### src/rtl/gtx_tx_sched.sv
// Purpose: round-robin scheduler sharing one GTX TX lane between NREQ requesters, framing HDR+payload, comma idles.
// Latency: a word chosen in cycle t is registered onto gt0_txdata/gt0_txcharisk at t+1.
// Backpressure: REQ_READY is combinational; a stalled granted requester yields STALL words, never a timeout.
//
// Ports:
//   CLK, RST_N         lane user clock (rising edge), asynchronous active-low reset
//   EN                 grants allowed when 1; when 0 the current packet finishes, then idles only
//   REQ_VALID/READY    per-requester valid and same-cycle acceptance
//   REQ_DATA           packed payload words, requester i on [32*i +: 32]
//   gt0_txdata/charisk registered TX word and K flags to the GTX wrapper
//   BUSY               high while a packet payload is in progress
module gtx_tx_sched #(
    parameter int          NREQ         = 2,
    parameter int          PKT_WORDS    = 4,
    parameter int          ALIGN_PERIOD = 256,
    parameter logic [7:0]  COMMA        = 8'hBC
) (
    input  logic                CLK,
    input  logic                RST_N,
    input  logic                EN,
    input  logic [NREQ-1:0]     REQ_VALID,
    input  logic [32*NREQ-1:0]  REQ_DATA,
    output logic [NREQ-1:0]     REQ_READY,
    output logic [31:0]         gt0_txdata,
    output logic [3:0]          gt0_txcharisk,
    output logic                BUSY
);

    localparam int GW = (NREQ > 1) ? $clog2(NREQ) : 1;
    localparam int CW = (PKT_WORDS > 1) ? $clog2(PKT_WORDS) : 1;
    localparam int AW = $clog2(ALIGN_PERIOD + 1);

    localparam logic [31:0] IDLE_WORD  = {8'h00, 8'h00, COMMA, COMMA};
    localparam logic [31:0] STALL_WORD = {8'h00, 8'h00, 8'h7C, COMMA};
    localparam logic [3:0]  K_CTRL     = 4'b0011;

    typedef enum logic {ST_ARB, ST_PAYLOAD} state_e;
    typedef enum logic [1:0] {W_IDLE, W_HDR, W_STALL, W_DATA} word_e;

    state_e          state_q, state_d;
    logic [7:0]      seq_q, seq_d;
    logic [GW-1:0]   rr_q, rr_d;
    logic [GW-1:0]   g_q, g_d;
    logic [CW-1:0]   cnt_q, cnt_d;
    logic [AW-1:0]   acnt_q, acnt_d;
    logic            pend_q, pend_d;
    logic [31:0]     txdata_q, txdata_d;
    logic [3:0]      txk_q, txk_d;

    word_e           word;
    logic            pend_clr;

    // Round-robin pick: rotate requests so the rr pointer sits at bit 0, take the
    // lowest set bit, then rotate the offset back into a requester index.
    logic [2*NREQ-1:0] dbl;
    logic [NREQ-1:0]   rot;
    logic [GW-1:0]     off;
    logic [GW:0]       sum;
    logic              pick_vld;
    logic [GW-1:0]     pick;

    always_comb begin
        dbl      = {REQ_VALID, REQ_VALID} >> rr_q;
        rot      = dbl[NREQ-1:0];
        off      = '0;
        pick_vld = 1'b0;
        for (int k = NREQ - 1; k >= 0; k--) begin
            if (rot[k]) begin
                pick_vld = 1'b1;
                off      = GW'(k);
            end
        end
        sum = {1'b0, rr_q} + {1'b0, off};
        if (sum >= (GW+1)'(NREQ)) begin
            sum = sum - (GW+1)'(NREQ);
        end
        pick = sum[GW-1:0];
    end

    // Only the granted requester's valid/data reach the datapath.
    logic        gnt_vld;
    logic [31:0] gnt_dat;

    always_comb begin
        gnt_vld = 1'b0;
        gnt_dat = '0;
        for (int i = 0; i < NREQ; i++) begin
            if (g_q == GW'(i)) begin
                gnt_vld = REQ_VALID[i];
                gnt_dat = REQ_DATA[32*i +: 32];
            end
        end
    end

    always_ff @(posedge CLK or negedge RST_N) begin
        if (!RST_N) begin
            state_q  <= ST_ARB;
            seq_q    <= '0;
            rr_q     <= '0;
            g_q      <= '0;
            cnt_q    <= '0;
            acnt_q   <= '0;
            pend_q   <= 1'b0;
            txdata_q <= IDLE_WORD;
            txk_q    <= K_CTRL;
        end else begin
            state_q  <= state_d;
            seq_q    <= seq_d;
            rr_q     <= rr_d;
            g_q      <= g_d;
            cnt_q    <= cnt_d;
            acnt_q   <= acnt_d;
            pend_q   <= pend_d;
            txdata_q <= txdata_d;
            txk_q    <= txk_d;
        end
    end

    always_comb begin
        state_d   = state_q;
        seq_d     = seq_q;
        rr_d      = rr_q;
        g_d       = g_q;
        cnt_d     = cnt_q;
        word      = W_IDLE;
        pend_clr  = 1'b0;
        REQ_READY = '0;

        case (state_q)
            ST_ARB: begin
                // A pending alignment idle wins over any request.
                if (pend_q) begin
                    word     = W_IDLE;
                    pend_clr = 1'b1;
                end else if (EN && pick_vld) begin
                    word    = W_HDR;
                    g_d     = pick;
                    seq_d   = seq_q + 8'd1;
                    cnt_d   = '0;
                    state_d = ST_PAYLOAD;
                end
            end
            ST_PAYLOAD: begin
                if (gnt_vld) begin
                    word = W_DATA;
                    for (int i = 0; i < NREQ; i++) begin
                        REQ_READY[i] = (g_q == GW'(i));
                    end
                    cnt_d = cnt_q + 1'b1;
                    if (cnt_q == CW'(PKT_WORDS - 1)) begin
                        state_d = ST_ARB;
                        rr_d    = (g_q == GW'(NREQ - 1)) ? '0 : g_q + 1'b1;
                    end
                end else begin
                    word = W_STALL;
                end
            end
            default: state_d = ST_ARB;
        endcase
    end

    // Output word mux; the header carries the requester picked this cycle.
    always_comb begin
        txdata_d = IDLE_WORD;
        txk_d    = K_CTRL;
        case (word)
            W_HDR:   txdata_d = {seq_q, 4'h5, 4'(pick), 8'h5C, COMMA};
            W_STALL: txdata_d = STALL_WORD;
            W_DATA: begin
                txdata_d = gnt_dat;
                txk_d    = 4'b0000;
            end
            default: txdata_d = IDLE_WORD;
        endcase
    end

    // Cycles since the last idle word, saturating; reaching the period arms a
    // forced idle that is only honoured (and cleared) in ARB.
    always_comb begin
        if (word == W_IDLE) begin
            acnt_d = '0;
        end else if (acnt_q == AW'(ALIGN_PERIOD)) begin
            acnt_d = acnt_q;
        end else begin
            acnt_d = acnt_q + 1'b1;
        end
        pend_d = (pend_q && !pend_clr) || (acnt_d == AW'(ALIGN_PERIOD));
    end

    assign gt0_txdata    = txdata_q;
    assign gt0_txcharisk = txk_q;
    assign BUSY          = (state_q == ST_PAYLOAD);

endmodule

### config.mk
export PLATFORM = sky130hd
export DESIGN_NAME = gtx_tx_sched
export DESIGN_NICKNAME = d
export VERILOG_FILES = /design/src/rtl/gtx_tx_sched.sv
export SDC_FILE = /design/constraint.sdc
export NUM_CORES = 1
export LEC_CHECK = 0
export CAP_MARGIN = 30
export CORE_MARGIN = 8
export CORE_UTILIZATION = 46
export CTS_CLUSTER_SIZE = 28
export DETAILED_ROUTE_END_ITERATION = 6
export PLACE_DENSITY = 0.85
export RECOVER_POWER = 100
export SETUP_SLACK_MARGIN = 0.2
export SLEW_MARGIN = 20
export SYNTH_ARGS = -nofsm -noshare
export SYNTH_HDL_FRONTEND = slang
export SYNTH_SLANG_ARGS = --single-unit
export TNS_END_PERCENT = 50
### constraint.sdc
create_clock -name CLK -period 3.7 [get_ports CLK]
set_input_delay 0.74 -clock CLK [delete_from_list [all_inputs] [get_ports CLK]]
set_output_delay 0.74 -clock CLK [all_outputs]
set_load 0.02 [all_outputs]
After elaboration in Yosys (flattened, before gate mapping)

Index checks and enable logic that the tools add are counted.

Input bits: 69
Output and inout port bits: 39
Register bits after elaboration: 59

$add $sub $neg: 6
Reduce and logical (&&, ||, !) cells: 8
Shifts and indexed selects: 1
Eq/ne operators: 9
Magnitude comparators: 1
Bitwise logic cells: 3
Mux-type cells: 28

Operator list:

| kind                                                | count |
|---|---|
| case mux 32 bit (3 select lines)                    | 1 |
| two-way mux 32 bit                                  | 1 |
| equality test 9 bit, second input constant          | 2 |
| two-way mux 9 bit                                   | 2 |
| two-way mux 1 bit                                   | 15 |
| two-way mux 2 bit                                   | 6 |
| adder 9 x 1 -> 9 bit, second input constant         | 1 |
| AND reduction 3 bit                                 | 3 |
| adder 8 x 1 -> 8 bit, second input constant         | 1 |
| case mux 2 bit (2 select lines)                     | 2 |
| equality test 2 bit, second input constant          | 3 |
| != test 2 bit, second input constant                | 2 |
| right shift 4 x 1 -> 2 bit                          | 1 |
| NOT 1 bit                                           | 3 |
| adder 1 x 1 -> 2 bit                                | 1 |
| adder 2 x 1 -> 2 bit, second input constant         | 1 |
| equality test 2 x 1 -> 1 bit, second input constant | 1 |
| >= comparator 2 bit, second input constant          | 1 |
| logical AND 1 bit                                   | 2 |
| zero test 2 bit                                     | 1 |
| != test 2 x 1 -> 1 bit, second input constant       | 1 |
| case mux 1 bit (2 select lines)                     | 1 |
| adder 1 bit, second input constant                  | 1 |
| zero test 1 bit                                     | 1 |
| other kinds (2)                                     | 2 |

Longest topological paths before layout

Gate-level depths: netlist of the first run.

Word-level depth: 11
Gate-level depth with buffers: 7
Mapped depth without buffers: 7

Least setup slack after synthesis of the first run

Ideal clock, no wire load.

Path kind: input to register
Start: input port REQ_VALID[0]
End: register acnt_q[0]
Path buffers: 1
Arrival: 1,684 ps
Path slack: 1,884 ps
Stages on the path: 4
Data required time: 3,568 ps
Setup time: 132 ps
Cells stage by stage: or2_2 a31oi_1 clkbuf_1 nor2_1

Cells in the longest elaborated chain, start to end: 9
Elaborated cells between the ends (all ways): 11
Classes of those cells: 1 x shift; 8 x mux; 2 x reduce/logical

RTL lines:

| element                           | line | RTL |
|---|---|---|
| start: declaration                | 21   | `input logic [NREQ-1:0] REQ_VALID,` |
| right shift 4 x 1 -> 2 bit        | 63   | `dbl = {REQ_VALID, REQ_VALID} >> rr_q;` |
| two-way mux 1 bit (2 in a row)    | 68   | `if (rot[k]) begin` |
| logical AND 1 bit                 | 135  | `end else if (EN && pick_vld) begin` |
| two-way mux 1 bit                 | 135  |  |
| two-way mux 1 bit                 | 132  | `if (pend_q) begin` |
| case mux 2 bit (2 select lines) * | 129  | `case (state_q)` |
| zero test 2 bit *                 | 180  | `if (word == W_IDLE) begin` |
| two-way mux 9 bit *               | 180  |  |
| net acnt_d[0]                     | 45   | `logic [AW-1:0] acnt_q, acnt_d;` |
| end signal: assignment            | 112  | `acnt_q <= acnt_d;` |
| end: declaration                  | 45   |  |

Mark *: on every way through the listed nets, which the timed path passes. The rest lies on a longest branch.
A chain may end at the register's enable or synchronous reset.

Final worst setup path of the first run

Start: input port REQ_VALID[0]
End: output port REQ_READY[0]

Cells in the longest elaborated chain, start to end: 3

RTL lines:

| element           | line | RTL |
|---|---|---|
| two-way mux 1 bit | 88   | `if (g_q == GW'(i)) begin` |
| two-way mux 2 bit | 144  | `if (gnt_vld) begin` |
| two-way mux 2 bit | 129  |  |
| end: declaration  | 23   | `output logic [NREQ-1:0] REQ_READY,` |

Every way passes these cells.

==> impl_metrics.json, run 1 <==
{
  "status": "complete, but fails checks",
  "violations": "capacitance limit, slew limit",
  "initial_core_util_pct": 47.5,
  "die_x_um": 91.4,
  "drc": 0,
  "power_per_cell_area_nw_per_um2": 693,
  "fin_nets": 406,
  "grt_setup_unrepaired": "no",
  "tightest_slew_ns": 1.97,
  "io_pins": 108,
  "avgViaCountPerCell": 5.17,
  "drt_iter0_drc": 65,
  "netlist_instances": 232,
  "ys_ff_latch": 56,
  "clock-sinks": 56,
  "drive_above_1_share_pct": 8.68,
  "place_hpwl_um": 4920,
  "route.detailed.wl_per_inst_um": 15.6,
  "synthAdderAreaFrac_pct": 1.91,
  "path_class": "in2out",
  "rows": 27,
  "final_util_pct": 69.0,
  "final.period_utilization_pct": 79.0,
  "core_region_area_um2": 5510,
  "fillers": 425,
  "cts_root_buf": "clkbuf_8",
  "clkLatencyLatePin_ns": 0.31,
  "setup_tns_ns": 0,
  "cts_setup_buffers": 0,
  "synth.area.top_cells": "dfrtp_1 (43%), mux2i_1 (13%), dfstp_2 (11%), nand2_1 (3.7%), nor2_1 (3.0%)",
  "ir_drop_v": 0.000425,
  "async_flop_share_pct": 100,
  "vias": 2097,
  "drv_cap": 1,
  "grt_pass1_wl_um": 10500,
  "antenna_found_initial": 0,
  "yosysSeqAreaShare_pct": 54.1,
  "setup_violations": 0,
  "crit_fanout": 3,
  "synth_area_um2": 2620,
  "path_clk_slew_ns": 0.09,
  "htreeDepth": 2,
  "r2r_slack_ns": 1.20,
  "skew_ns": 0.0106,
  "hold_viol_final": 0,
  "io_buffers": 105,
  "yosysTopAreaCell": "dfrtp_1",
  "clockBufferDepth": 2,
  "cts_hold_buf": 0,
  "synthMuxAreaShare_pct": 13.4,
  "first_pass_iters": 4,
  "cts_resized": 0,
  "ys.flop_type": "dfrtp_1",
  "syn_to_final_growth_pct": 45.2,
  "diodes": 0,
  "period_minus_slack_ns": 2.92,
  "place_worst_setup_slack_ns": 0.933,
  "start_kind": "primary input",
  "grt_max_degree": 39,
  "synth-edff-count": 0,
  "synth-simple-area-share_pct": 13.4,
  "grt_pass1_vias": 2125,
  "grt_overflow_total": 0,
  "synth-compound-area-share_pct": 7.17,
  "grtUsageTotal_pct": 15.5,
  "routed_wl_um": 6330,
  "synth_xor_area_share_pct": 5.36,
  "critPathRequiredTime_ns": 2.96,
  "fin_ws_ns": 0.777,
  "hold_class": "reg2reg",
  "power.static_leakage_nw": 1.65,
  "worstSetupEndpointType": "output port",
  "ant_nets": 0,
  "gp_congestion": 0.833,
  "cts_tree": "yes",
  "relSlewSlack_pct": -31.4,
  "cts_buffers": 5,
  "syn_area_per_cell_um2": 11.3,
  "synth_top_family_by_area": "multiplexers",
  "fp.dieH_um": 91.4,
  "max_freq_mhz": 342,
  "design.die.area_um2": 8360,
  "multiInputGateArea_um2": 1090,
  "yosys_warnings": 0,
  "cp.arrival_ns": 2.18,
  "total_power_mw": 2.63,
  "synth_top_area_share_pct": 43.0,
  "slew_viol_final": 39,
  "synth_cell_types": 44,
  "seqCellArea_um2": 1420
}
==> per-layer routing <==
metal	routed length (um)	vias up	global-route usage (%)
li1	-	992	-
met5	0	-	0
met2	2910	93	24.5
met4	127	0	6.41
met3	624	8	7.24
met1	2670	1004	17.7
==> synth_stat cells (2+ instances only) <==
master,instances
buf_4,3
buf_1,2
clkbuf_1,4
nor2_1,21
and3_1,2
dfstp_2,11
xnor2_1,9
a31oi_1,3
dfrtp_1,45
nand2_1,26
o21ai_0,10
nand3_1,5
xor2_1,7
and4_1,2
a21oi_1,3
buf_2,5
inv_1,5
nand4_1,5
o21bai_1,3
ha_1,4
mux2i_1,34
==> cells by family (layout without fill, tap and decap cells) <==
kind of cell             after synthesis  count (layout)
XOR/XNOR                              16              16
AO/OA/AOI/OAI                         29              29
multiplexers                          35              35
AND/OR/NAND/NOR                       69              69
buffers and inverters                 22             123
other                                  1               2
adder cells (fa/ha/maj)                4               4
flip-flops                            56              56
==> final cells by class <==
type	instances	share of cell area [%]
clock buffer	6	1.91
clock inverter	2	1.02
inverter	6	0.593
multi-input combinational	155	28.6
sequential	56	37.3
tap	72	2.37
timing repair buffer	109	28.2
==> layout by cell type, fill, tap and decap left out, types with 2 or more instances in the layout <==
| cell type | count |
|---|---|
| o21ai_0 | 11 |
| nand2_1 | 26 |
| a21oi_1 | 3 |
| inv_1 | 6 |
| clkbuf_8 | 5 |
| clkdlybuf4s50_1 | 66 |
| clkbuf_1 | 3 |
| conb_1 | 2 |
| and3_1 | 2 |
| a31oi_1 | 3 |
| mux2i_1 | 34 |
| dfrtp_1 | 44 |
| buf_4 | 3 |
| xor2_1 | 7 |
| nand4_1 | 5 |
| o21bai_1 | 3 |
| and4_1 | 2 |
| nor2_1 | 21 |
| dlygate4sd3_1 | 38 |
| nand3_1 | 5 |
| xnor2_1 | 9 |
| ha_1 | 4 |
| dfstp_2 | 11 |
==> critical path, stage by stage <==
cell           delay, ns
dlygate4sd3_1       0.57
and3b_1             0.19
dlygate4sd3_1       0.68
==> power by group <==
| part | switching [mW] | total [mW] | internal [mW] | leakage, nW |
|---|---|---|---|---|
| Clock | 0.199 | 0.403 | 0.205 | 0.0558 |
| Combinational | 0.643 | 1.19 | 0.549 | 0.903 |
| Sequential | 0.173 | 1.04 | 0.865 | 0.696 |
==> metrics by stage <==
stage | hold WS (ns) | cell area (um^2) | instances
global placement | 0.464 | 3710 | 398
finish | 0.479 | 3800 | 406
floorplan | 0.444 | 2620 | 233
detailed placement | 0.470 | 3710 | 398
global route | 0.512 | 3800 | 406
CTS | 0.483 | 3820 | 406
==> sequential cells by signal (all words and copies together), names as in the netlist <==
signal,cells
BUSY,1
acnt_q,9
cnt_q,2
g_q,1
gt0_txcharisk,1
gt0_txdata,32
pend_q,1
rr_q,1
seq_q,8
==> path summary, 6_finish.rpt <==
kind	end	cells past startpoint	from
worst max-delay path	REQ_READY[0]	3	REQ_VALID[0]
max in group asynchronous	gt0_txdata[13]	2	RST_N
worst max register to register	gt0_txdata[30]	4	g_q
worst min register to register	seq_q[7]	1	seq_q[7]
min in group asynchronous	cnt_q[0]	1	RST_N
worst min-delay path	seq_q[7]	1	seq_q[7]
(Power assumes the default switching activity.)
==> inputs of run 2 (changes only) <==
--- a/config.mk
+++ b/config.mk
@@ -7,10 +7,10 @@
 export LEC_CHECK = 0
 export CAP_MARGIN = 30
 export CORE_MARGIN = 8
-export CORE_UTILIZATION = 46
+export CORE_UTILIZATION = 39
 export CTS_CLUSTER_SIZE = 28
 export DETAILED_ROUTE_END_ITERATION = 6
-export PLACE_DENSITY = 0.85
+export PLACE_DENSITY = 0.77
 export RECOVER_POWER = 100
 export SETUP_SLACK_MARGIN = 0.2
 export SLEW_MARGIN = 20
==> constraint.sdc (replaced) <==
create_clock -name CLK -period 2.5 [get_ports CLK]
set_input_delay 0.5 -clock CLK [delete_from_list [all_inputs] [get_ports CLK]]
set_output_delay 0.5 -clock CLK [all_outputs]
set_load 0.02 [all_outputs]
==> run 2 against run 1 <==
The flow now finishes without violations; wire length rose by 1.2%; combinational power rose by 52%; first-iteration DRC count fell by 1.5%; sequential cell count did not move; sequential power rose by 45%; sequential share of layout area fell by 0.32 points; clock power rose by 54%; non-clock buffer count rose by 3; via count fell by 2.2%; global-route usage fell by 1.9 points; die area rose by 15%; critical path type is now in2reg; largest power group unchanged.
==> impl_metrics.json, run 2 (synthesis results as in run 1) <==
{
  "setup_tns_ns": 0,
  "vias": 2050,
  "cts_setup_buffers": 0,
  "hold_viol_final": 0,
  "fp.dieH_um": 97.9,
  "final.period_utilization_pct": 85.5,
  "final-instance-count-excl-fill": 417,
  "place_hpwl_um": 5010,
  "antenna_found_initial": 0,
  "clkLatencyLatePin_ns": 0.31,
  "layout_common_cells": "clkdlybuf4s50_1 (66), dfrtp_1 (44), dlygate4sd3_1 (36)",
  "routed_wl_um": 6400,
  "largest_reg_flops": 32,
  "htreeDepth": 2,
  "power_per_cell_area_nw_per_um2": 1030,
  "diodes": 0,
  "gp_congestion": 0.808,
  "status": "finished, final reports clean",
  "avgViaCountPerCell": 4.92,
  "first_pass_iters": 5,
  "drive_above_1_share_pct": 8.90,
  "crit_fanout": 10,
  "grt_pass1_wl_um": 10700,
  "relSlewSlack_pct": 26.2,
  "clock-sinks": 56,
  "drt_iter0_drc": 64,
  "ff2ff_path_depth": 4,
  "clockBufferDepth": 2,
  "tightest_slew_ns": 1.11,
  "path_clk_slew_ns": 0.10,
  "max_freq_mhz": 468,
  "period_minus_slack_ns": 2.14,
  "drc": 0,
  "drv_cap": 0,
  "dp.cells": 409,
  "ant_nets": 0,
  "fin_nets": 409,
  "cp.arrival_ns": 2.32,
  "final_common_cell": "clkdlybuf4s50_1",
  "core_region_area_um2": 6640,
  "multiInputGateArea_um2": 1100,
  "path_class": "in2reg",
  "route.detailed.wl_per_inst_um": 15.3,
  "cts_buffers": 5,
  "die_x_um": 97.9,
  "internal-power_mw": 2.43,
  "grt_max_degree": 37,
  "ir_drop_v": 0.000362,
  "rows": 30,
  "pwr-share-comb_pct": 46.0,
  "power.static_leakage_nw": 1.66,
  "io_buffers": 105,
  "pwr-share-clk_pct": 15.7,
  "worstSetupEndpointType": "flop",
  "critPathRequiredTime_ns": 2.68,
  "fillers": 598,
  "syn_to_final_growth_pct": 46.4,
  "initial_core_util_pct": 39.4,
  "start_kind": "primary input",
  "grtUsageTotal_pct": 13.6,
  "grt_pass1_vias": 2215,
  "hold_class": "in2async",
  "setup_violations": 0,
  "io_pins": 108,
  "sw_frac_of_total_pct": 38.4,
  "grt_overflow_total": 0,
  "skew_ns": 0.0116,
  "cts_root_buf": "clkbuf_8",
  "cts_tree": "yes",
  "slew_viol_final": 0,
  "seqCellArea_um2": 1420,
  "power_switching_mw": 1.51,
  "design.die.area_um2": 9590,
  "grt_setup_unrepaired": "no",
  "p_seq_share_pct": 38.3
}
run 2: cell count changes in the layout (fill, tap and decap cells not counted), sizes merged:
cell | before | now
dlygate4sd2 | 0 | 1
buf | 3 | 1
inv | 7 | 6
dlygate4sd3 | 38 | 36
clkbuf | 8 | 14
clkinv | 0 | 1
run 2: repair_timing:
item                                    CTS  global route
hold buffers                              0             0
resized for setup                         1             1
endpoints found under the setup margin    1             1
run 2: power groups by stage:
| stage | clock, mW | combinational [mW] | sequential (mW) |
|---|---|---|---|
| 5_1_grt | 0.670 | 1.97 | 1.56 |
| 4_1_cts | 0.638 | 1.98 | 1.52 |
| 3_3_place_gp | 0 | 1.93 | 1.52 |
| 2_1_floorplan | 0 | 0.923 | 1.76 |
| 3_5_place_dp | 0 | 1.97 | 1.54 |
| 6_report | 0.619 | 1.81 | 1.51 |
run 2: worst max-delay path, stage by stage:
cell           delay (ns)
dlygate4sd3_1        0.58
or2_2                0.30
a31oi_1              0.40
clkbuf_1             0.41
nor2_1               0.12
run 2: worst paths after layout:
path | slack (ns) | end | start
setup reg to reg | 0.63 | gt0_txdata[29] | BUSY
hold reg to reg | 0.49 | seq_q[7] | seq_q[7]
setup / recovery | 0.36 | acnt_q[3] | REQ_VALID[1]
min in group CLK | 0.49 | seq_q[7] | seq_q[7]
hold / removal | 0.37 | acnt_q[2] | RST_N
max in group asynchronous | 0.68 | gt0_txdata[8] | RST_N
run 2: cell type report:
cell class              count  share of cell area [%]
inverters                   6                   0.588
repair buffers            112                    27.9
well taps                  80                    2.61
flip-flops and latches     56                    37.0
clock buffers               6                    2.16
multi-input cells         155                    28.8
clock inverters             2                    1.01
run 2: metrics by stage:
step	setup slack [ns]	utilization [%]	cell area (um^2)	total power [mW]	hold WS, ns
after floorplan	0.906	-	2620	2.68	0.204
after global placement	0.218	56.5	3750	3.45	0.464
after detailed placement	0.191	56.5	3750	3.51	0.469
after CTS	0.222	58.3	3870	4.14	0.160
after global routing	0.234	57.7	3830	4.20	0.462
final	0.362	57.7	3830	3.94	0.367
run 2: metal layers:
metal,vias to the layer above,wire (um),global-route usage [%]
met4,0,74,3.96
met1,964,2760,15.4
li1,994,-,-
met5,-,0,0
met3,7,562,5.12
met2,85,3000,23.2
